===== src/rtl/wb_spi_flash_reader.sv =====
// Wishbone classic slave that turns each 32-bit read into a SPI-flash READ (0x03) command.
// Writes are refused with a one-cycle error; the bus is held with wait states until the word is back.
module wb_spi_flash_reader #(
  parameter int CLK_DIV        = 2,
  parameter int CS_HIGH_CYCLES = 2
) (
  input  logic        wb_clk_i,
  input  logic        wb_rst_i,
  input  logic [31:0] wb_adr_i,
  input  logic [31:0] wb_dat_i,
  input  logic [3:0]  wb_sel_i,
  input  logic        wb_we_i,
  input  logic        wb_cyc_i,
  input  logic        wb_stb_i,
  output logic [31:0] wb_dat_o,
  output logic        wb_ack_o,
  output logic        wb_err_o,
  output logic        spi_sck_o,
  output logic        spi_cs_n_o,
  output logic        spi_mosi_o,
  input  logic        spi_miso_i,
  output logic [2:0]  o_dbg_state
);

  // Handshake: a request is cyc&stb sampled in IDLE; it completes with exactly one of
  // ack (read) or err (write) high for one cycle; the master must drop stb after that.
  typedef enum logic [2:0] {
    S_IDLE  = 3'd0,
    S_CMD   = 3'd1,
    S_DATA  = 3'd2,
    S_DONE  = 3'd3,
    S_ERR   = 3'd4,
    S_DESEL = 3'd5
  } state_t;

  localparam logic [15:0] DIV_LAST = 16'(CLK_DIV - 1);
  localparam logic [15:0] CS_LAST  = 16'(CS_HIGH_CYCLES - 1);

  state_t      r_state, w_state_nx;
  logic [15:0] r_div, w_div_nx;
  logic [4:0]  r_bit, w_bit_nx;
  logic [31:0] r_tx, w_tx_nx;
  logic [31:0] r_rx, w_rx_nx;
  logic [31:0] r_dat, w_dat_nx;
  logic        r_sck, w_sck_nx;
  logic        r_cs_n, w_cs_n_nx;
  logic        r_mosi, w_mosi_nx;
  logic        r_ack, r_err;
  logic        w_div_end;
  logic        w_unused;

  assign w_unused = ^{wb_dat_i, wb_sel_i, wb_adr_i[31:24], wb_adr_i[1:0]};
  assign w_div_end = (r_div == DIV_LAST);

  always_ff @(posedge wb_clk_i) begin
    if (wb_rst_i) begin
      r_state <= S_IDLE;
      r_div   <= '0;
      r_bit   <= '0;
      r_tx    <= '0;
      r_rx    <= '0;
      r_dat   <= '0;
      r_sck   <= 1'b0;
      r_cs_n  <= 1'b1;
      r_mosi  <= 1'b0;
      r_ack   <= 1'b0;
      r_err   <= 1'b0;
    end else begin
      r_state <= w_state_nx;
      r_div   <= w_div_nx;
      r_bit   <= w_bit_nx;
      r_tx    <= w_tx_nx;
      r_rx    <= w_rx_nx;
      r_dat   <= w_dat_nx;
      r_sck   <= w_sck_nx;
      r_cs_n  <= w_cs_n_nx;
      r_mosi  <= w_mosi_nx;
      r_ack   <= (w_state_nx == S_DONE);
      r_err   <= (w_state_nx == S_ERR);
    end
  end

  always_comb begin
    w_state_nx = r_state;
    w_div_nx   = r_div;
    w_bit_nx   = r_bit;
    w_tx_nx    = r_tx;
    w_rx_nx    = r_rx;
    w_dat_nx   = r_dat;
    w_sck_nx   = r_sck;
    w_cs_n_nx  = r_cs_n;
    w_mosi_nx  = r_mosi;
    case (r_state)
      S_IDLE: begin
        w_cs_n_nx = 1'b1;
        w_sck_nx  = 1'b0;
        w_mosi_nx = 1'b0;
        w_div_nx  = '0;
        w_bit_nx  = '0;
        if (wb_cyc_i && wb_stb_i) begin
          if (wb_we_i) begin
            w_state_nx = S_ERR;
          end else begin
            w_state_nx = S_CMD;
            w_tx_nx    = {8'h03, wb_adr_i[23:2], 2'b00};
            w_cs_n_nx  = 1'b0;
            w_mosi_nx  = w_tx_nx[31];
          end
        end
      end
      S_CMD, S_DATA: begin
        if (!wb_cyc_i) begin
          w_state_nx = S_DESEL;
          w_cs_n_nx  = 1'b1;
          w_sck_nx   = 1'b0;
          w_mosi_nx  = 1'b0;
          w_div_nx   = '0;
        end else if (!w_div_end) begin
          w_div_nx = r_div + 16'd1;
        end else begin
          w_div_nx = '0;
          w_sck_nx = ~r_sck;
          if (!r_sck) begin
            // Rising SCK: the flash drives MISO on the falling edge, so it is stable here.
            if (r_state == S_DATA) w_rx_nx = {r_rx[30:0], spi_miso_i};
          end else if (r_bit == 5'd31) begin
            w_bit_nx = '0;
            if (r_state == S_CMD) begin
              w_state_nx = S_DATA;
              w_mosi_nx  = 1'b0;
            end else begin
              w_state_nx = S_DONE;
              w_cs_n_nx  = 1'b1;
              w_dat_nx   = {r_rx[7:0], r_rx[15:8], r_rx[23:16], r_rx[31:24]};
            end
          end else begin
            w_bit_nx  = r_bit + 5'd1;
            w_tx_nx   = {r_tx[30:0], 1'b0};
            w_mosi_nx = (r_state == S_CMD) ? r_tx[30] : 1'b0;
          end
        end
      end
      S_DONE, S_ERR: begin
        w_state_nx = S_DESEL;
        w_div_nx   = '0;
      end
      S_DESEL: begin
        w_cs_n_nx = 1'b1;
        w_sck_nx  = 1'b0;
        w_mosi_nx = 1'b0;
        if (r_div == CS_LAST) begin
          w_state_nx = S_IDLE;
          w_div_nx   = '0;
        end else begin
          w_div_nx = r_div + 16'd1;
        end
      end
      default: w_state_nx = S_IDLE;
    endcase
  end

  assign wb_dat_o    = r_dat;
  assign wb_ack_o    = r_ack;
  assign wb_err_o    = r_err;
  assign spi_sck_o   = r_sck;
  assign spi_cs_n_o  = r_cs_n;
  assign spi_mosi_o  = r_mosi;
  assign o_dbg_state = r_state;

endmodule


===== config.mk =====
export PLATFORM = sky130hd
export DESIGN_NAME = wb_spi_flash_reader
export DESIGN_NICKNAME = d
export VERILOG_FILES = /design/src/rtl/wb_spi_flash_reader.sv
export SDC_FILE = /design/constraint.sdc
export NUM_CORES = 1
export LEC_CHECK = 0
export CORE_MARGIN = 3
export CORE_UTILIZATION = 55
export DETAILED_ROUTE_END_ITERATION = 8
export HOLD_SLACK_MARGIN = 0.15
export PLACE_DENSITY_LB_ADDON = 0.12
export RECOVER_POWER = 100
export SLEW_MARGIN = 20
export SYNTH_ARGS = -nofsm -noshare
export SYNTH_HDL_FRONTEND = slang
export SYNTH_SLANG_ARGS = --single-unit
export TNS_END_PERCENT = 1

===== constraint.sdc =====
create_clock -name wb_clk_i -period 6.5 [get_ports wb_clk_i]
set_input_delay 1.625 -clock wb_clk_i [delete_from_list [all_inputs] [get_ports wb_clk_i]]
set_output_delay 1.625 -clock wb_clk_i [all_outputs]
set_load 0.03 [all_outputs]

==> impl_results.md, run 1 <==
* Max cap viols at 0
* Hold Startpoint: wb_dat_o[7]
* Worst Hold Path Cells at 2
* Vert. Die Dim at 104 um
* Most area-hungry cell type in the Yosys netlist: dfxtp_1
* Count of different cell masters after synthesis at 55
* Top cells by area, synth: dfxtp_1 (46%), nand2_1 (13%), a21oi_1 (6.8%)
* Clock tree buffer depth at 2
* Worst slack at placement at 1.99 ns
* Slew Limit Fails at 0
* Routed WL at between 10 and 15 mm
* Drt first-iter violations at 279
* Syn_area_per_cell at 8.37 um^2
* Initial antenna violation count at 0
* Final worst slack at between 2 and 2.5 ns
* Cell area after synthesis at 5310 um^2
* Adder-cell area share of the yosys netlist at 0.0118
* Post-synthesis xor/xnor area fraction at 0.0231
* Simple-Gate Fraction of Synth Area at 0.267
* Achievable Freq at 0.236 GHz
* Top post-synthesis cells by count: nand2_1 (190), dfxtp_1 (122), a21oi_1 (72)
* Area share of the largest cell type after synthesis at 0.460
* Die area at about 11000 um^2
* Final nets at about 760
* Most frequent cell after synthesis: nand2_1
* Arr. time, crit path at 4.64 ns
* Final period util at 0.652
* Core area at 9330 um^2
* Vias in the first global route at 4106
* Asr flop ratio synth at 0
* Setup Crit Path Kind: input pin to register
* Ys flop type: dfxtp_1
* Clk slew on worst S/H paths at 0.06 ns
* CTS tree: yes
* Layout area overhead at 21.0%
* Clock Skew at ~0.011 ns
* Vias at 4481
* # resized after CTS at 0
* Final Hold Fails at 0
* Startpoint types: input pin
* Inserted Diodes at 0
* Reg2reg setup slack at around 3.4 ns
* Post-synth EDFFs at 0
* Layout fillers at 809
* Mapped Cells at 634
* Layout cells sized above 1 at 0.0897
* Vias per cell at 5.46
* Total nets after synthesis at 713
* CTS Sinks at 122
* Detailed Routing Iterations Pass 1 at 5
* R2R Path End: r_tx[15]
* Synth Area in Compound Gates at 0.181
* Gr usage total at 0.209
* Setup bufs post-CTS at 0
* #FFs+latches synth at 122
* Synth warn at 0
* Remaining Overflow, GRT at 0
* Largest family of logic cells by synthesized area: simple AND/OR/NAND/NOR gates
* Hold WC Path Type: register to register
* Cts hold-fix bufs at 0
* H-tree levels at 4
* DR WL/cell at 13.3 um
* CP endpoint kind: register
* Antenna-violating nets left at 0
* RSZ-0062 raised after global routing: false
* Crit path required time at 6.90 ns
* Largest net degree at the start of global routing at 86
* Pwr Density at 293 nW/um^2
* Worst rel slew slack at 0.205
* Worst-path fanout max at 30
* Final TNS setup at 0 ns
* Post-DP HPWL at 6.89 mm
* First-pass GRT wire length at 19.1 mm
* Crit Reg-Reg Startpoint: r_bit[0]
* Final setup fails at 0
* Final min period at 4.24 ns
* Die width at 104 um
* Sequential share of the synthesized area at 0.460
* FF-to-FF path depth at 8
* GPL Wtd Cong at 0.829
* Hold path endpoint: wb_dat_o[7]
* Status: completed
* Total CTS buffers at 17
* # rows at 35
* Leakage at 2.27 nW
* Residual DRC at 0
* Final core utilization at 0.688
* Worst vdd ir at 0.000157 V
* Root Driver: clkbuf_8
* Least-Margin Pin Slew at 1.19 ns
* Io pins at 114
* Initial Utilization at 0.569
* Mux cell area share after synthesis at 0.00189
* Clock latency on the worst-skew pair at 0.51 ns
* Port buffer count at 67
-- registers in the layout, indices dropped and copies added, names as in the netlist, 3 cells and up --
signal and cells:
r_bit 5, r_rx 32, wb_dat_o 32, r_tx 29, o_dbg_state 3, r_div 16
-- cells by family after synthesis --
group           count (synthesis)
fa+ha+maj                       5
flops                         122
simple gates                  308
xor+xnor                       14
buf+inv                        52
compound gates                132
mux                             1
-- power by group --
group | internal, W | switching, W
sequential | 0.000773 | 0.0000224
combinational | 0.0000716 | 0.000112
clock | 0.000551 | 0.000354
total | 0.00140 | 0.000489
-- per-stage QoR --
stage | cell area, um^2 | hold slack (ns) | power [W] | cells
finish | 6420 | 0.444 | 0.00188 | 820
global route | 6420 | 0.467 | 0.00196 | 820
CTS | 6470 | 0.451 | 0.00191 | 819
detailed placement | 5890 | 0.443 | 0.00100 | 787
global placement | 5890 | 0.437 | 0.000997 | 787
floorplan | 5310 | 0.425 | 0.000957 | 634
-- layout make-up --
cell class / count / area [um^2] / share of cell area
multi-input cells: 460 / 2500 / 0.390
clock buffers: 17 / 414 / 0.0645
well taps: 129 / 161 / 0.0251
flip-flops and latches: 122 / 2440 / 0.380
inverters: 6 / 22.5 / 0.00351
repair buffers: 71 / 711 / 0.111
clock inverters: 15 / 165 / 0.0257
-- cells in the final DEF (no fill, tap or decap), types with 5 or more instances in the layout --
cell / n
nand2_1: 190
dfxtp_1: 122
a21oi_1: 72
nor2_1: 48
dlygate4sd3_1: 41
clkdlybuf4s50_1: 25
clkbuf_16: 16
a311oi_2: 14
o21ai_0: 13
xor2_1: 9
nor3_1: 8
a22oi_1: 8
nor2b_1: 8
a311oi_1: 8
nand3_1: 7
inv_1: 6
nand2b_1: 5
nor3b_1: 5
xnor2_1: 5
nand4_1: 5
ha_1: 5
-- how the worst max path moves through the flow --
stage | endpoint | startpoint | depth (start not counted) | slack [ns]
final | r_tx[15] | wb_cyc_i | 7 | 2.26
after global routing | r_tx[15] | wb_cyc_i | 7 | 2.07
after detailed placement | wb_dat_o[14] | wb_cyc_i | 6 | 1.99
after floorplan | r_tx[11] | wb_we_i | 5 | 3.51
after global placement | wb_dat_o[19] | wb_cyc_i | 6 | 2.11
after CTS | wb_dat_o[14] | wb_cyc_i | 6 | 2.51
-- metal layers --
metal / GRT usage / routed length [um]
met1: 0.270 / 4940
met2: 0.347 / 5460
met3: 0.0503 / 414
met4: 0.0636 / 106
met5: 0 / 0
-- critical path: stages --
cell           delay (ns)
dlygate4sd3_1        0.82
nand2b_1             0.19
a211o_1              0.38
o2bb2ai_1            0.96
buf_12               0.28
nor2_1               0.08
a311oi_1             0.28
No activity file was read; power rests on OpenSTA's default activity.
==> run 2, diff against run 1 <==
--- a/config.mk
+++ b/config.mk
@@ -6,7 +6,7 @@
 export NUM_CORES = 1
 export LEC_CHECK = 0
 export CORE_MARGIN = 3
-export CORE_UTILIZATION = 55
+export CORE_UTILIZATION = 51
 export DETAILED_ROUTE_END_ITERATION = 8
 export HOLD_SLACK_MARGIN = 0.15
 export PLACE_DENSITY_LB_ADDON = 0.12
==> constraint.sdc (replaced) <==
create_clock -name wb_clk_i -period 4.4 [get_ports wb_clk_i]
set_input_delay 1.1 -clock wb_clk_i [delete_from_list [all_inputs] [get_ports wb_clk_i]]
set_output_delay 1.1 -clock wb_clk_i [all_outputs]
set_load 0.03 [all_outputs]
==> impl_results.md, run 2 (synthesized netlist as in run 1, its figures left out) <==
* Grt met2 use at 0.343
* Root Driver: clkbuf_8
* Final Hold Fails at 0
* Startpoint types: input pin
* Vert. Die Dim at 108 um
* Leakage at 2.32 nW
* Buffers plus inverters on the worst setup path at 2
* Met3 Usage GRT at 0.0436
* Largest net degree at the start of global routing at 65
* Gr usage total at 0.204
* H-tree levels at 4
* Gr busiest metal: met2
* Final setup fails at 0
* Max cap viols at 0
* Initial antenna violation count at 0
* Pwr Density at 451 nW/um^2
* Antenna-violating nets left at 0
* Die width at 108 um
* RSZ-0062 raised after global routing: false
* Die area at 11700 um^2
* Worst-path cell chain: dlygate4sd3_1 -> nand2b_1 -> a211o_1 -> o2bb2ai_1 -> buf_16 -> nor2_1 -> a311oi_2
* Inserted Diodes at 0
* Clock Skew at approximately 0.0097 ns
* Hold WC Path Type: register to register
* Vias per cell at about 5.4
* Port buffer count at 67
* Clock tree buffer depth at 2
* Layout cells sized above 1 at 0.0937
* Setup Crit Path Kind: input pin to register
* Post-DP HPWL at 7.07 mm
* Most frequent cells in the layout: nand2_1 (190), dfxtp_1 (122), a21oi_1 (72)
* CTS tree: yes
* Final period util at 0.775
* Worst stage delay on the critical path at 1.11 ns
* CP endpoint kind: register
* Arr. time, crit path at 3.82 ns
* Achievable Freq at 0.293 GHz
* Max stage delay cell, worst path: o2bb2ai_1
* Met1 GRT Util at 0.264
* Remaining Overflow, GRT at 0
* Setup bufs post-CTS at 0
* Commonest non-fill, non-tap cell in the layout: nand2_1
* Initial Utilization at 0.533
* GPL Wtd Cong at 0.831
* Status: completed
* Crit-path leading delay family: compound AO/OA/AOI/OAI gates
* Routed WL at 11.4 mm
* Reg2reg setup slack at around 1.3 ns
* Cts hold-fix bufs at 0
* Clk slew on worst S/H paths at around 0.06 ns
* Io pins at 114
* Detailed Routing Iterations Pass 1 at 5
* Total Power at 0.00294 W
* # rows at 36
* Crit path required time at 4.81 ns
* DR WL/cell at 13.8 um
* Layout area overhead at 22.6%
* Worst-path fanout max at 29
* Final nets at 760
* Clock latency on the worst-skew pair at ~0.5 ns
* Worst vdd ir at 0.000338 V
* Worst rel slew slack at 0.0523
* Vias at around 4500
* Final min period at between 3 and 4 ns
* CTS Sinks at ~120
* Core area at roughly 10000 um^2
* Least-Margin Pin Slew at between 1 and 1.5 ns
* Vias in the first global route at 4184
* Residual DRC at 0
* Total CTS buffers at 17
* Slew Limit Fails at 0
* # resized after CTS at 0
* Final TNS setup at 0 ns
* First-pass GRT wire length at 19.4 mm
* Drt first-iter violations at about 250
## run 2: power by group
part,total [W],internal [W],leakage (nW),switching (W)
clock,0.00148,0.000938,0.305,0.000542
sequential,0.00117,0.00114,0.986,0.0000325
combinational,0.000283,0.000112,1.02,0.000171
total,0.00294,0.00219,2.32,0.000745
## run 2: cell type report
class                           count  area (um^2)
Clock inverter                     14          211
Clock buffer                       18          418
Sequential cell                   122         2440
Multi-Input combinational cell    460         2510
Tap cell                          133          166
Timing Repair Buffer               74          733
Fill cell                         865         3450
Inverter                            6         22.5
## run 2: stage by stage
stage | instance area [um^2] | setup WS, ns | utilization | hold slack [ns] | std cells
3_5_place_dp | 5920 | 0.834 | 0.595 | 0.445 | 794
4_1_cts | 6550 | 1.27 | 0.658 | 0.452 | 826
3_3_place_gp | 5920 | 0.911 | 0.595 | 0.437 | 794
5_1_grt | 6510 | 0.636 | 0.654 | 0.466 | 827
6_report | 6510 | 0.989 | 0.654 | 0.446 | 827
2_1_floorplan | 5310 | 1.94 | - | 0.425 | 634
## run 2: tightest hold or removal path, delay by kind of cell (launching register included)
kind,cells,cell delay [ns]
compound gates,1,0.05
flops,1,0.30
simple gates,1,0.05
## run 2: per-layer routing
layer	routed length [um]	vias to the layer above
met5	0	-
met4	87	0
met3	482	6
met2	5750	96
met1	5110	2107
li1	-	2261
## run 2: final timing paths
check | start | end | cells past startpoint
max | wb_cyc_i | r_tx[9] | 7
min | wb_dat_o[7] | wb_dat_o[7] | 2
min reg2reg | wb_dat_o[7] | wb_dat_o[7] | 2
max reg2reg | o_dbg_state[1] | r_tx[24] | 5
